$ cat src/rtl/router_port_rx.sv
// Receive endpoint for one router output port: deserialises the LSB-first bit stream into bytes.
// Bytes are tagged with an end-of-packet flag and queued in a FWFT FIFO behind a valid/ready interface.
module router_port_rx #(
   parameter int FIFO_DEPTH = 16,
   parameter int CNT_W      = 16
) (
   input  logic             clock,
   input  logic             reset_n,
   input  logic             dout,
   input  logic             valido_n,
   input  logic             frameo_n,
   output logic             rx_valid,
   input  logic             rx_ready,
   output logic [7:0]       rx_data,
   output logic             rx_last,
   output logic [CNT_W-1:0] pkt_cnt,
   output logic             frag_err,
   output logic             ovf_err,
   input  logic             err_clr
);

   localparam int AW = $clog2(FIFO_DEPTH);

   typedef enum logic [1:0] {IDLE, RECV, DROP} state_t;

   state_t        state, state_nxt;
   logic [2:0]    bit_cnt, bit_cnt_nxt;
   logic [7:0]    shreg, shreg_nxt, byte_val;
   logic          acc, byte_done, wr_ok, wr_en, pop, full;
   logic          frag_set, ovf_set;

   logic [8:0]    mem [FIFO_DEPTH];
   logic [AW-1:0] wptr, rptr;
   logic [AW:0]   count;
   logic [8:0]    hold;

   assign acc      = ~valido_n;
   assign byte_val = shreg | ({7'b0, dout} << bit_cnt);
   assign full     = (count == (AW+1)'(FIFO_DEPTH));
   assign rx_valid = (count != '0);
   assign pop      = rx_valid & rx_ready;
   assign wr_ok    = ~full | pop;
   assign wr_en    = byte_done & wr_ok;

   // rx_data/rx_last show the last popped entry while the FIFO is empty
   assign rx_data  = rx_valid ? mem[rptr][7:0] : hold[7:0];
   assign rx_last  = rx_valid ? mem[rptr][8]   : hold[8];

   always_comb begin
      state_nxt   = state;
      bit_cnt_nxt = bit_cnt;
      shreg_nxt   = shreg;
      byte_done   = 1'b0;
      frag_set    = 1'b0;
      ovf_set     = 1'b0;
      if (acc) begin
         case (state)
            IDLE, RECV: begin
               byte_done = (bit_cnt == 3'd7) | frameo_n;
               frag_set  = frameo_n & (bit_cnt != 3'd7);
               if (byte_done) begin
                  bit_cnt_nxt = '0;
                  shreg_nxt   = '0;
                  ovf_set     = ~wr_ok;
                  if (frameo_n)    state_nxt = IDLE;
                  else if (!wr_ok) state_nxt = DROP;
                  else             state_nxt = RECV;
               end else begin
                  bit_cnt_nxt = bit_cnt + 3'd1;
                  shreg_nxt   = byte_val;
                  state_nxt   = RECV;
               end
            end
            DROP: begin
               bit_cnt_nxt = '0;
               shreg_nxt   = '0;
               if (frameo_n) state_nxt = IDLE;
            end
            default: state_nxt = IDLE;
         endcase
      end
   end

   always_ff @(posedge clock or negedge reset_n) begin
      if (!reset_n) begin
         state    <= IDLE;
         bit_cnt  <= '0;
         shreg    <= '0;
         pkt_cnt  <= '0;
         frag_err <= 1'b0;
         ovf_err  <= 1'b0;
      end else begin
         state    <= state_nxt;
         bit_cnt  <= bit_cnt_nxt;
         shreg    <= shreg_nxt;
         if (wr_en && frameo_n) pkt_cnt <= pkt_cnt + 1'b1;
         frag_err <= frag_set | (frag_err & ~err_clr);
         ovf_err  <= ovf_set  | (ovf_err  & ~err_clr);
      end
   end

   // Storage is left unreset; count==0 guarantees nothing stale is ever presented
   always_ff @(posedge clock) begin
      if (wr_en) mem[wptr] <= {frameo_n, byte_val};
   end

   always_ff @(posedge clock or negedge reset_n) begin
      if (!reset_n) begin
         wptr  <= '0;
         rptr  <= '0;
         count <= '0;
         hold  <= '0;
      end else begin
         if (wr_en) wptr <= wptr + 1'b1;
         if (pop) begin
            rptr <= rptr + 1'b1;
            hold <= mem[rptr];
         end
         case ({wr_en, pop})
            2'b10:   count <= count + 1'b1;
            2'b01:   count <= count - 1'b1;
            default: count <= count;
         endcase
      end
   end

endmodule
$ cat config.mk
export PLATFORM = sky130hd
export DESIGN_NAME = router_port_rx
export DESIGN_NICKNAME = d
export VERILOG_FILES = /design/src/rtl/router_port_rx.sv
export SDC_FILE = /design/constraint.sdc
export NUM_CORES = 1
export LEC_CHECK = 0
export CAP_MARGIN = 20
export CORE_ASPECT_RATIO = 1.1
export CORE_UTILIZATION = 25
export CTS_CLUSTER_SIZE = 20
export DETAILED_ROUTE_END_ITERATION = 10
export GPL_ROUTABILITY_DRIVEN = 0
export SLEW_MARGIN = 40
export SYNTH_ARGS = -nofsm -noshare
export SYNTH_HDL_FRONTEND = slang
export SYNTH_SLANG_ARGS = --single-unit
export TNS_END_PERCENT = 1
$ cat constraint.sdc
create_clock -name clock -period 4.2 [get_ports clock]
set_clock_uncertainty 0.05 [all_clocks]
set_input_delay 0.42 -clock clock [delete_from_list [all_inputs] [get_ports clock]]
set_output_delay 0.42 -clock clock [all_outputs]
set_load 0.01 [all_outputs]
==> After elaboration in Yosys (flattened, before gate mapping) <==
Memory sizes are Yosys's and may differ from the RTL's.
Cells that the tools add are included.
{ "totals": {"reg_bits": 53, "mem_bits_rw": 144, "input_bits": 7, "out_inout_bits": 28, "wordCells": 69, "n_memories": 1} }
{ "memory_table": {"columns": ["name", "depth", "width", "read_ports", "rd_clocked_by_memory_dff", "wr", "line_no", "text"], "rows": [
  ["mem", 16, 9, 1, 0, 1, "32", "logic [8:0] mem [FIFO_DEPTH];"]
]} }
{ "op_classes": {"n_addsub": 6, "eq_ne": 8, "shift": 1, "n_mux": 21, "bitwise": 14, "n_reduce_logical": 8} }
{ "op_table": {"columns": ["cell", "n"], "rows": [
  ["$add A16 B1 Y16 const B", 1],
  ["$mux W8", 2],
  ["$pmux W8 S2", 1],
  ["$mux W1", 10],
  ["$pmux W5 S2", 1],
  ["$add A4 B1 Y4 const B", 2],
  ["$mux W2", 4],
  ["$or A8 B8 Y8", 1],
  ["$shl A1 B3 Y8", 1],
  ["$pmux W3 S2", 1],
  ["$add A5 B1 Y5 const B", 1],
  ["$and A1 B1 Y1", 5],
  ["$eq A5 B5 Y1 const B", 1],
  ["$reduce_bool A5 Y1", 1],
  ["$sub A5 B1 Y5 const B", 1],
  ["$eq A2 B1 Y1 const B", 2],
  ["$eq A2 B2 Y1 const B", 2],
  ["$not A1 Y1", 4],
  ["$or A1 B1 Y1", 4],
  ["$pmux W2 S2", 1],
  ["$reduce_and A2 Y1", 2],
  ["$reduce_bool A2 Y1", 2],
  ["$add A3 B1 Y3 const B", 1],
  ["$eq A3 B3 Y1 const B", 1],
  ["6 further kinds", 6]
]} }

==> Longest topological paths before layout <==
Gate-level depths: netlist (run 1).
{ "depth": {"depth_word": 8, "mapped_depth": 14, "ltp_nobuf": 12} }

==> Worst setup path before layout (run 1) <==
OpenSTA, ideal clock, no wires.
{ "synth_timing": {"path_type": "reg2reg", "startpoint": "reg count[1]", "endpoint": "reg count[4]", "setup_ns": 0.080, "arrival_time_ns": 2.914, "required_time_ns": 4.070, "path_slack_ns": 1.156, "path_stages_with_launch": 14, "path_buffers": 3, "period_less_slack_ns": 3.044, "path_cell_list": "dfrtp_1 buf_6 or4_4 o21ai_4 buf_4 inv_1 ha_1 clkbuf_1 xor2_1 ha_1 a21boi_0 o32ai_1 nor4b_1 xnor2_1"} }
{ "synth_between": {"elab_chain_len": 6, "elab_cells_between_ends": 12, "classes_between": "2 x add/sub; 3 x eq/ne; 1 x mux; 4 x bitwise; 2 x reduce/logical"} }
{ "synth_lines": {"columns": ["item", "line_no", "text"], "rows": [
  ["start: declaration", "34", "logic [AW:0] count;"],
  ["start signal: assignment", "120", "2'b10: count <= count + 1'b1;"],
  ["start signal: assignment", "121", "2'b01: count <= count - 1'b1;"],
  ["start signal: assignment", "122", "default: count <= count;"],
  ["$reduce_bool A5 Y1 (*)", "40", "assign rx_valid = (count != '0);"],
  ["$and A1 B1 Y1 (*)", "41", "assign pop = rx_valid & rx_ready;"],
  ["net pop", "29", "logic acc, byte_done, wr_ok, wr_en, pop, full;"],
  ["$or A1 B1 Y1", "42", "assign wr_ok = ~full | pop;"],
  ["$and A1 B1 Y1", "43", "assign wr_en = byte_done & wr_ok;"],
  ["$eq A2 B1 Y1 / $eq A2 B2 Y1 (equally long branches)", "119", "case ({wr_en, pop})"],
  ["$pmux W5 S2 / $reduce_bool A2 Y1 (equally long branches)", null, null]
]} }
Mark *: on every way through the listed nets, which the timed path passes. The rest lies on a longest branch.
A chain may end at the register's enable or synchronous reset.

==> Worst setup path in the final report (run 1) <==
{ "layout_timing": {"startpoint": "reg rptr[1]", "endpoint": "out rx_data[1]"} }
{ "layout_between": {"elab_chain_len": 2} }
{ "layout_lines": {"columns": ["item", "line_no", "text"], "rows": [
  ["start: declaration", "33", "logic [AW-1:0] wptr, rptr;"],
  ["start signal: assignment", "116", "rptr <= rptr + 1'b1;"],
  ["$mem_v2 Z16 W9", null, null],
  ["$mux W8", "46", "assign rx_data = rx_valid ? mem[rptr][7:0] : hold[7:0];"],
  ["end: declaration", "14", "output logic [7:0] rx_data,"]
]} }
Every way passes these cells.

==> impl_metrics.tcl, run 1 <==
set metrics [dict create \
    drc_errors 0 \
    cts_tree "done" \
    worst_pin_slew_ns 0.601 \
    final_area_mm2 0.00981 \
    cts_sinks 197 \
    start_util 0.254 \
    p_per_area_mw_per_mm2 597 \
    fp.dieArea_mm2 0.0345 \
    placed_cell_area_mm2 0.00924 \
    cp_num_buf_inv 2 \
    synthMuxAreaShare 0.137 \
    timing.setup.tns_ns 0 \
    synthXorXnorAreaFrac 0.0270 \
    clk_pin_slew_ns 0.07 \
    period_share 0.805 \
    path_max_fanout 23 \
    final_common_cell "edfxtp_1" \
    synth_area_mm2 0.00844 \
    ys_ff_latch 197 \
    r2r_setup_slack_ns 1.06 \
    grt_start_max_net_pins 39 \
    critPathLaunchType "flip-flop" \
    synth_area_per_cell_um2 16.7 \
    arrival_ns 2.91 \
    seq_area_frac_synth 0.670 \
    numCtsBuffers 17 \
    place_hpwl_um 10200 \
    hp-class "flip-flop to flip-flop" \
    required_ns 3.73 \
    ir_drop_v 0.000221 \
    layout_common_cells "edfxtp_1 (144), dfrtp_1 (52), clkdlybuf4s50_1 (33), mux4_2 (32), nand2_1 (29)" \
    portBuffers 34 \
    r2r_end "count[4]" \
    synth_cell_types 54 \
    report.final.hold_viol_count 0 \
    slew_headroom 0.599 \
    setup_violations 0 \
    die_h_um 195 \
    drv_cap 0 \
    clk_latency_ns 0.43 \
    postRouteWirelength_um 15900 \
    async_flop_share 0.269 \
    path_cells "buf_12 -> mux4_1 -> mux2i_1 -> mux2_2 -> o21ai_1 -> clkdlybuf4s50_1" \
    criticalPathCategory "flip-flop to primary output" \
    num_rows 70 \
    h-tree-depth 4 \
    syn_nets 523 \
    pin_count 35 \
    cts-resized-gates 0 \
    grt_overflow 0 \
    clock.fmax_ghz 0.296 \
    reg2reg_depth 10 \
    synth_simple_gate_area_frac 0.0708 \
    crit_path_end_kind "primary output" \
    critPathTopFamily "multiplexers" \
    r2r_start "count[1]" \
    drt_iter0_drc 367 \
    root_buffer "clkbuf_16" \
    drive_gt1_frac 0.177 \
    cts_buffer_depth 2 \
    maxSlewViolCount 0 \
    grt_usage 0.0972 \
    ant_nets 0 \
    crit_path_end "rx_data[1]" \
    status "finished, final reports clean" \
    synth_edf_count 144 \
    ys.flop_type "edfxtp_1" \
    synth_adder_area_share 0.0178 \
    area_delta_synth_final_pct 16.3 \
    synth_compound_area_frac 0.0497 \
    antenna_found_initial 2 \
    vias_per_cell 4.33 \
    synth_top_family_by_area "multiplexers" \
    fp.dieW_um 177 \
    syn_inst 504 \
    first_global_vias 4387 \
    vias 4303 \
    final_nets 566 \
    critPathLaunch "rptr[1]" \
    wl_per_cell_um 16.0 \
    rsz0062_at_grt "no" \
    cpMaxStageDelayCell "mux4_1" \
    power_leakage_nw 3.47 \
    power_w 0.00586 \
    first_pass_iters 4 \
    fp.coreArea_mm2 0.0332 \
    grt_pass1_wl_um 25100 \
    yosysWarningCount 0 \
    cp.depth 6 \
    slowest_delay_ns 0.61 \
    period_needed_ns 3.38 \
]
## cell families after synthesis
family,Yosys count
AOI/OAI and AO/OA,56
xor gates and xnor gates,26
adders and majority gates,12
buffers and inverters,39
DFF,197
muxes,67
and+or+nand+nor,107
## layout make-up
type                            count  area, um^2
Clock inverter                      7        70.1
Clock buffer                       25         487
Fill cell                        3260       23400
Tap cell                          432         541
Inverter                           15        56.3
Antenna cell                        1        2.50
Timing Repair Buffer               48         455
Multi-Input combinational cell    268        2550
Sequential cell                   197        5650
## state kept, by name, indices dropped and copies added (netlist names)
name      flops
mem         144
wptr          4
state         2
bit_cnt       3
frag_err      1
shreg         8
hold          9
pkt_cnt      16
count         5
ovf_err       1
rptr          4
## Yosys cell counts, drive strengths merged, types with 3 or more instances
library cell | count | share of area
ha | 12 | 0.018
xor2 | 7 | 0.0073
o21ai | 24 | 0.016
buf | 18 | 0.019
mux2i | 18 | 0.021
a31o | 4 | 0.0042
inv | 15 | 0.0067
nand3 | 7 | 0.0042
xnor2 | 19 | 0.020
edfxtp | 144 | 0.51
mux2 | 13 | 0.017
clkbuf | 6 | 0.0031
mux4 | 36 | 0.098
nand2 | 29 | 0.013
a22o | 3 | 0.0031
and2 | 18 | 0.013
a21oi | 9 | 0.0053
o21a | 5 | 0.0045
dfrtp | 53 | 0.16
nor2b | 6 | 0.0047
nor2 | 17 | 0.0085
nand4 | 5 | 0.0037
and3 | 6 | 0.0045
nor3b | 3 | 0.0027
## layer usage
layer | GRT usage | share of wire | routed length, um
met4 | 0.0425 | 0.020 | 326
met1 | 0.126 | 0.46 | 7260
met3 | 0.0164 | 0.030 | 478
met2 | 0.159 | 0.49 | 7860
met5 | 0 | 0.00050 | 8
## what timing repair did
item	CTS	global route
endpoints found under the hold margin	24	0
setup endpoints to repair	0	0
hold buffers	1	0
buffers inserted	0	0
## stage by stage
step / cells / utilization / setup slack [ns] / hold WS (ns)
after CTS: 992 / 0.295 / 0.739 / 0.426
after floorplan: 504 / - / 1.16 / 0.0744
after global routing: 992 / 0.295 / 0.674 / 0.431
final: 993 / 0.296 / 0.821 / 0.420
after detailed placement: 959 / 0.278 / 0.731 / 0.417
after global placement: 959 / 0.278 / 0.767 / 0.411
## power breakdown
part	switching [W]	leakage, nW	total (W)	internal, W
combinational	0.000858	1.19	0.00179	0.000933
sequential	0.000211	2.01	0.00252	0.00231
clock	0.000680	0.267	0.00155	0.000869
## worst min-delay path by stage
stage	from	to	cells after the start
after CTS	pkt_cnt[15]	pkt_cnt[15]	1
final	pkt_cnt[15]	pkt_cnt[15]	1
after global placement	pkt_cnt[15]	pkt_cnt[15]	1
after floorplan	reset_n	bit_cnt[0]	0
after detailed placement	reset_n	count[3]	1
after global routing	pkt_cnt[15]	pkt_cnt[15]	1
(Power assumes the default switching activity.)
==> run 2, diff against run 1 <==
==> constraint.sdc (replaced) <==
create_clock -name clock -period 3.35 [get_ports clock]
set_clock_uncertainty 0.05 [all_clocks]
set_input_delay 0.335 -clock clock [delete_from_list [all_inputs] [get_ports clock]]
set_output_delay 0.335 -clock clock [all_outputs]
set_load 0.01 [all_outputs]
==> run 2 against run 1 <==
  * Global-route usage up 0.45 points
  * Sequential share of layout area down 0.23 points
  * Via count rose by 0.21%
  * Non-clock buffer count is 4 higher
  * Power is 25% higher
  * Sequential power grew 25%
  * Utilization up 0.12 points
  * First-iteration DRC count down 12%
  * Worst setup slack got worse by 0.70 ns
  * Flip-flop and latch count did not move
  * Register-to-register slack worse by 0.77 ns
  * Final cell count up 0.30%
  * Largest power group unchanged
  * Highest routed layer is now met4
==> impl_metrics.tcl, run 2 (same netlist as run 1, synthesis figures left out) <==
set metrics [dict create \
    setup_violations 0 \
    critPathTopFamily "multiplexers" \
    path_cells "buf_4 -> mux4_2 -> mux2i_1 -> mux2_2 -> o21ai_1 -> clkdlybuf4s50_1" \
    numCtsBuffers 17 \
    ant_nets 0 \
    drv_cap 0 \
    wl_per_cell_um 16.6 \
    timing.setup.tns_ns 0 \
    grt_usage 0.102 \
    root_buffer "clkbuf_16" \
    arrival_ns 2.84 \
    area_delta_synth_final_pct 16.7 \
    top_register "mem" \
    layout_common_cells "edfxtp_1 (144), dfrtp_1 (52), clkdlybuf4s50_1 (33), mux4_2 (32), nand2_1 (29)" \
    postRouteWirelength_um 16500 \
    first_pass_iters 4 \
    path_max_fanout 11 \
    criticalPathCategory "flip-flop to primary output" \
    fin_util 0.297 \
    p_per_area_mw_per_mm2 746 \
    clock.fmax_ghz 0.310 \
    clk_pin_slew_ns 0.08 \
    cts_sinks 197 \
    r2r_setup_slack_ns 0.29 \
    first_global_vias 4487 \
    h-tree-depth 4 \
    final_common_cell "edfxtp_1" \
    cpMaxStageDelayCell "mux4_2" \
    cts_tree "done" \
    die_h_um 195 \
    grt_start_max_net_pins 39 \
    start_util 0.254 \
    period_share 0.963 \
    vias 4312 \
    maxSlewViolCount 0 \
    grt_pass1_wl_um 26300 \
    hp-class "input port to asynchronous set/reset pin" \
    fp.dieArea_mm2 0.0345 \
    grt_overflow 0 \
    fill_cells 3260 \
    dpl.cell_count 963 \
    period_needed_ns 3.23 \
    largest_register_ffs 144 \
    drt_iter0_drc 322 \
    critPathLaunch "rptr[1]" \
    portBuffers 34 \
    cp_num_buf_inv 2 \
    reg2reg_depth 9 \
    place_hpwl_um 10700 \
    r2r_start "count[1]" \
    ir_drop_v 0.000380 \
    clk_latency_ns 0.44 \
    fp.coreArea_mm2 0.0332 \
    report.final.hold_viol_count 0 \
    power_leakage_nw 3.49 \
    num_rows 70 \
    drive_gt1_frac 0.193 \
    antenna_found_initial 0 \
    crit_path_end_kind "primary output" \
    worst_pin_slew_ns 0.693 \
    final_nets 570 \
    slew_headroom 0.535 \
    r2r_end "count[4]" \
    diodes 0 \
    status "finished, final reports clean" \
    fp.dieW_um 177 \
    pin_count 35 \
    biggestRegsByFlops "mem (144), pkt_cnt (16), hold (9)" \
    post-cts-setup-buffers 0 \
    drc_errors 0 \
    cts_hold_buf 1 \
    cts_buffer_depth 2 \
    vias_per_cell 4.33 \
    cts-resized-gates 0 \
    critPathLaunchType "flip-flop" \
    slowest_delay_ns 0.55 \
    fin_cells 996 \
    required_ns 2.96 \
    rsz0062_at_grt "no" \
]
[run 2: power breakdown]
group          internal [W]  switching (W)  total, W
Combinational       0.00119        0.00110   0.00229
Clock              0.000968       0.000949   0.00192
Sequential          0.00289       0.000250   0.00314
[run 2: how the worst max path moves through the flow]
stage	end	slack [ns]	depth (start not counted)
floorplan	count[4]	0.31	13
global placement	count[4]	0.26	10
detailed placement	count[4]	0.15	10
CTS	rx_data[7]	0.07	6
global route	count[4]	0.02	12
finish	rx_data[7]	0.12	6
[run 2: per-stage QoR]
stage                     power, W  hold slack (ns)  worst slack, ns  instance area [um^2]
after floorplan            0.00477          -0.0106            0.306                  8440
after global placement     0.00551            0.411            0.256                  9280
after detailed placement   0.00554            0.290            0.146                  9290
after CTS                  0.00744            0.369           0.0742                  9850
after global routing       0.00773            0.393           0.0191                  9850
final                      0.00735            0.357            0.124                  9850
[run 2: cell type report]
type	count	area [um^2]	area share
multi-input cells	268	2550	0.259
flip-flops and latches	197	5650	0.574
repair buffers	52	500	0.0508
clock inverters	15	123	0.0125
well taps	432	541	0.0549
inverters	15	56.3	0.00572
clock buffers	17	425	0.0432
[run 2: layer usage]
layer | vias up | part of all wire | track usage
met4 | 0 | 0.014 | 0.0364
met5 | - | 0 | 0
met2 | 57 | 0.52 | 0.177
li1 | 2021 | - | -
met1 | 2217 | 0.43 | 0.126
met3 | 17 | 0.031 | 0.0170
==> run 3, diff against run 2 <==
--- a/config.mk
+++ b/config.mk
@@ -7,7 +7,7 @@
 export LEC_CHECK = 0
 export CAP_MARGIN = 20
 export CORE_ASPECT_RATIO = 1.1
-export CORE_UTILIZATION = 25
+export CORE_UTILIZATION = 40
 export CTS_CLUSTER_SIZE = 20
 export DETAILED_ROUTE_END_ITERATION = 10
 export GPL_ROUTABILITY_DRIVEN = 0
==> run 3 against run 2 <==
  * Cell area decreased by 1.1%
  * Sequential power about the same
  * Routed wire length rose by 0.49%
  * Via count up 2.4%
  * Sequential share of layout area is 0.67 points higher
  * Highest routed layer unchanged
==> impl_metrics.tcl, run 3 (same netlist as run 1, synthesis figures left out) <==
set metrics [dict create \
    status "finished, final reports clean" \
    vias_per_cell 5.34 \
    drt_iter0_drc 245 \
    p_int_w 0.00531 \
    ant_nets 0 \
    vias 4414 \
    cp_num_buf_inv 2 \
    drv_cap 0 \
    grt_pass1_wl_um 26300 \
    cts_buffer_depth 2 \
    fill_cells 1755 \
    rsz0062_at_grt "no" \
    period_share 0.933 \
    wl_per_cell_um 20.1 \
    setup_violations 0 \
    fp.dieW_um 140 \
    netSwitchingPower_w 0.00228 \
    r2r_setup_slack_ns 0.32 \
    critPathLaunchType "flip-flop" \
    biggestRegsByFlops "mem (144), pkt_cnt (16), hold (9)" \
    numCtsBuffers 17 \
    first_pass_iters 4 \
    slew_headroom 0.556 \
    fp.dieArea_mm2 0.0217 \
    layout_common_cells "edfxtp_1 (144), dfrtp_1 (52), clkdlybuf4s50_1 (33), mux4_2 (32), nand2_1 (29)" \
    ir_drop_v 0.000415 \
    power_leakage_nw 3.55 \
    grt_overflow 0 \
    die_h_um 154 \
    grt_start_max_net_pins 39 \
    critPathLaunch "rptr[1]" \
    place_hpwl_um 10600 \
    hp-class "input port to asynchronous set/reset pin" \
    arrival_ns 2.74 \
    crit_path_end "rx_data[3]" \
    p_per_area_mw_per_mm2 779 \
    report.final.hold_viol_count 0 \
    grt_usage 0.166 \
    clk_latency_ns 0.43 \
    setup_ws_ns 0.223 \
    clk_pin_slew_ns 0.07 \
    diodes 0 \
    cpMaxStageDelayCell "mux4_1" \
    final_nets 577 \
    post-place-ws_ns 0.191 \
    reg2reg_depth 9 \
    criticalPathCategory "flip-flop to primary output" \
    area_delta_synth_final_pct 15.4 \
    first_global_vias 4597 \
    pin_count 35 \
    cts_sinks 197 \
    clock.fmax_ghz 0.320 \
    fp.coreArea_mm2 0.0206 \
    critPathTopFamily "multiplexers" \
    switching_share 0.300 \
    power_frac_comb 0.317 \
    drive_gt1_frac 0.198 \
    root_buffer "clkbuf_16" \
    slowest_delay_ns 0.55 \
    postRouteWirelength_um 16600 \
    p_seq_frac 0.415 \
    maxSlewViolCount 0 \
    path_cells "buf_4 -> mux4_1 -> mux2i_1 -> mux2_2 -> o21ai_1 -> clkdlybuf4s50_1" \
    path_max_fanout 5 \
    h-tree-depth 4 \
    clockPowerShare 0.268 \
    portBuffers 34 \
    start_util 0.409 \
    r2r_start "count[1]" \
    cp.depth 6 \
    top_register "mem" \
    fin_hold_ws_ns 0.384 \
    largest_register_ffs 144 \
    worst_pin_slew_ns 0.662 \
    antenna_found_initial 0 \
    required_ns 2.96 \
    num_rows 55 \
    final_common_cell "edfxtp_1" \
    r2r_end "count[4]" \
    timing.setup.tns_ns 0 \
    period_needed_ns 3.13 \
    crit_path_end_kind "primary output" \
    drc_errors 0 \
    cts_tree "done" \
]
[run 3: changes by cell type in the layout (fill, tap and decap cells not counted), moves of 2 or more]
cell        previous run  this run
buf_4                 16        22
inv_8                  3         1
clkbuf_1               0         4
clkinvlp_4             3         1
clkbuf_16             17        19
clkinv_4               4         2
[run 3: worst register-to-register path, stage by stage, from the launching register on]
cell and delay (ns):
dfrtp_1 0.49, or4_4 0.60, o21ai_4 0.14, inv_1 0.07, ha_1 0.29, ha_1 0.25
or4b_2 0.65, o32ai_1 0.13, nor4b_1 0.10, xnor2_1 0.14
[run 3: per-stage QoR]
| stage | util | total power [W] | std cells | area (um^2) |
|---|---|---|---|---|
| floorplan | - | 0.00477 | 504 | 8440 |
| global placement | 0.440 | 0.00551 | 791 | 9090 |
| detailed placement | 0.441 | 0.00559 | 791 | 9100 |
| CTS | 0.472 | 0.00767 | 827 | 9740 |
| global route | 0.472 | 0.00796 | 827 | 9740 |
| finish | 0.472 | 0.00758 | 827 | 9740 |
[run 3: what timing repair did]
action,in CTS,in global routing
hold endpoints to repair,36,0
setup endpoints to repair,4,0
hold buffers,1,0
gates resized for setup,1,0
setup buffers,3,0
[run 3: final cells by class]
class | count | area [um^2] | area share
clock buffer | 24 | 504 | 0.0518
inverter | 15 | 56.3 | 0.00578
sequential | 197 | 5650 | 0.581
multi-input combinational | 268 | 2550 | 0.262
clock inverter | 8 | 86.3 | 0.00887
timing repair buffer | 59 | 566 | 0.0581
tap | 256 | 320 | 0.0329
[run 3: worst min path at each step]
stage	end	depth (start not counted)
after floorplan	bit_cnt[0]	0
after global placement	hold[5]	2
after detailed placement	rptr[0]	1
after CTS	hold[6]	2
after global routing	rptr[0]	2
final	rptr[0]	2
[run 3: layer usage]
metal,routed length [um],up-vias,track usage
met4,221,0,0.0533
met3,527,19,0.0384
met5,0,-,0
met2,8430,86,0.281
li1,-,2034,-
met1,7430,2275,0.212
[run 3: power groups by stage]
stage,Clock [W],Combinational (W),Sequential (W)
finish,0.00203,0.00240,0.00315
global route,0.00216,0.00262,0.00319
CTS,0.00207,0.00245,0.00315
detailed placement,0,0.00235,0.00323
global placement,0,0.00230,0.00321
floorplan,0,0.00168,0.00309
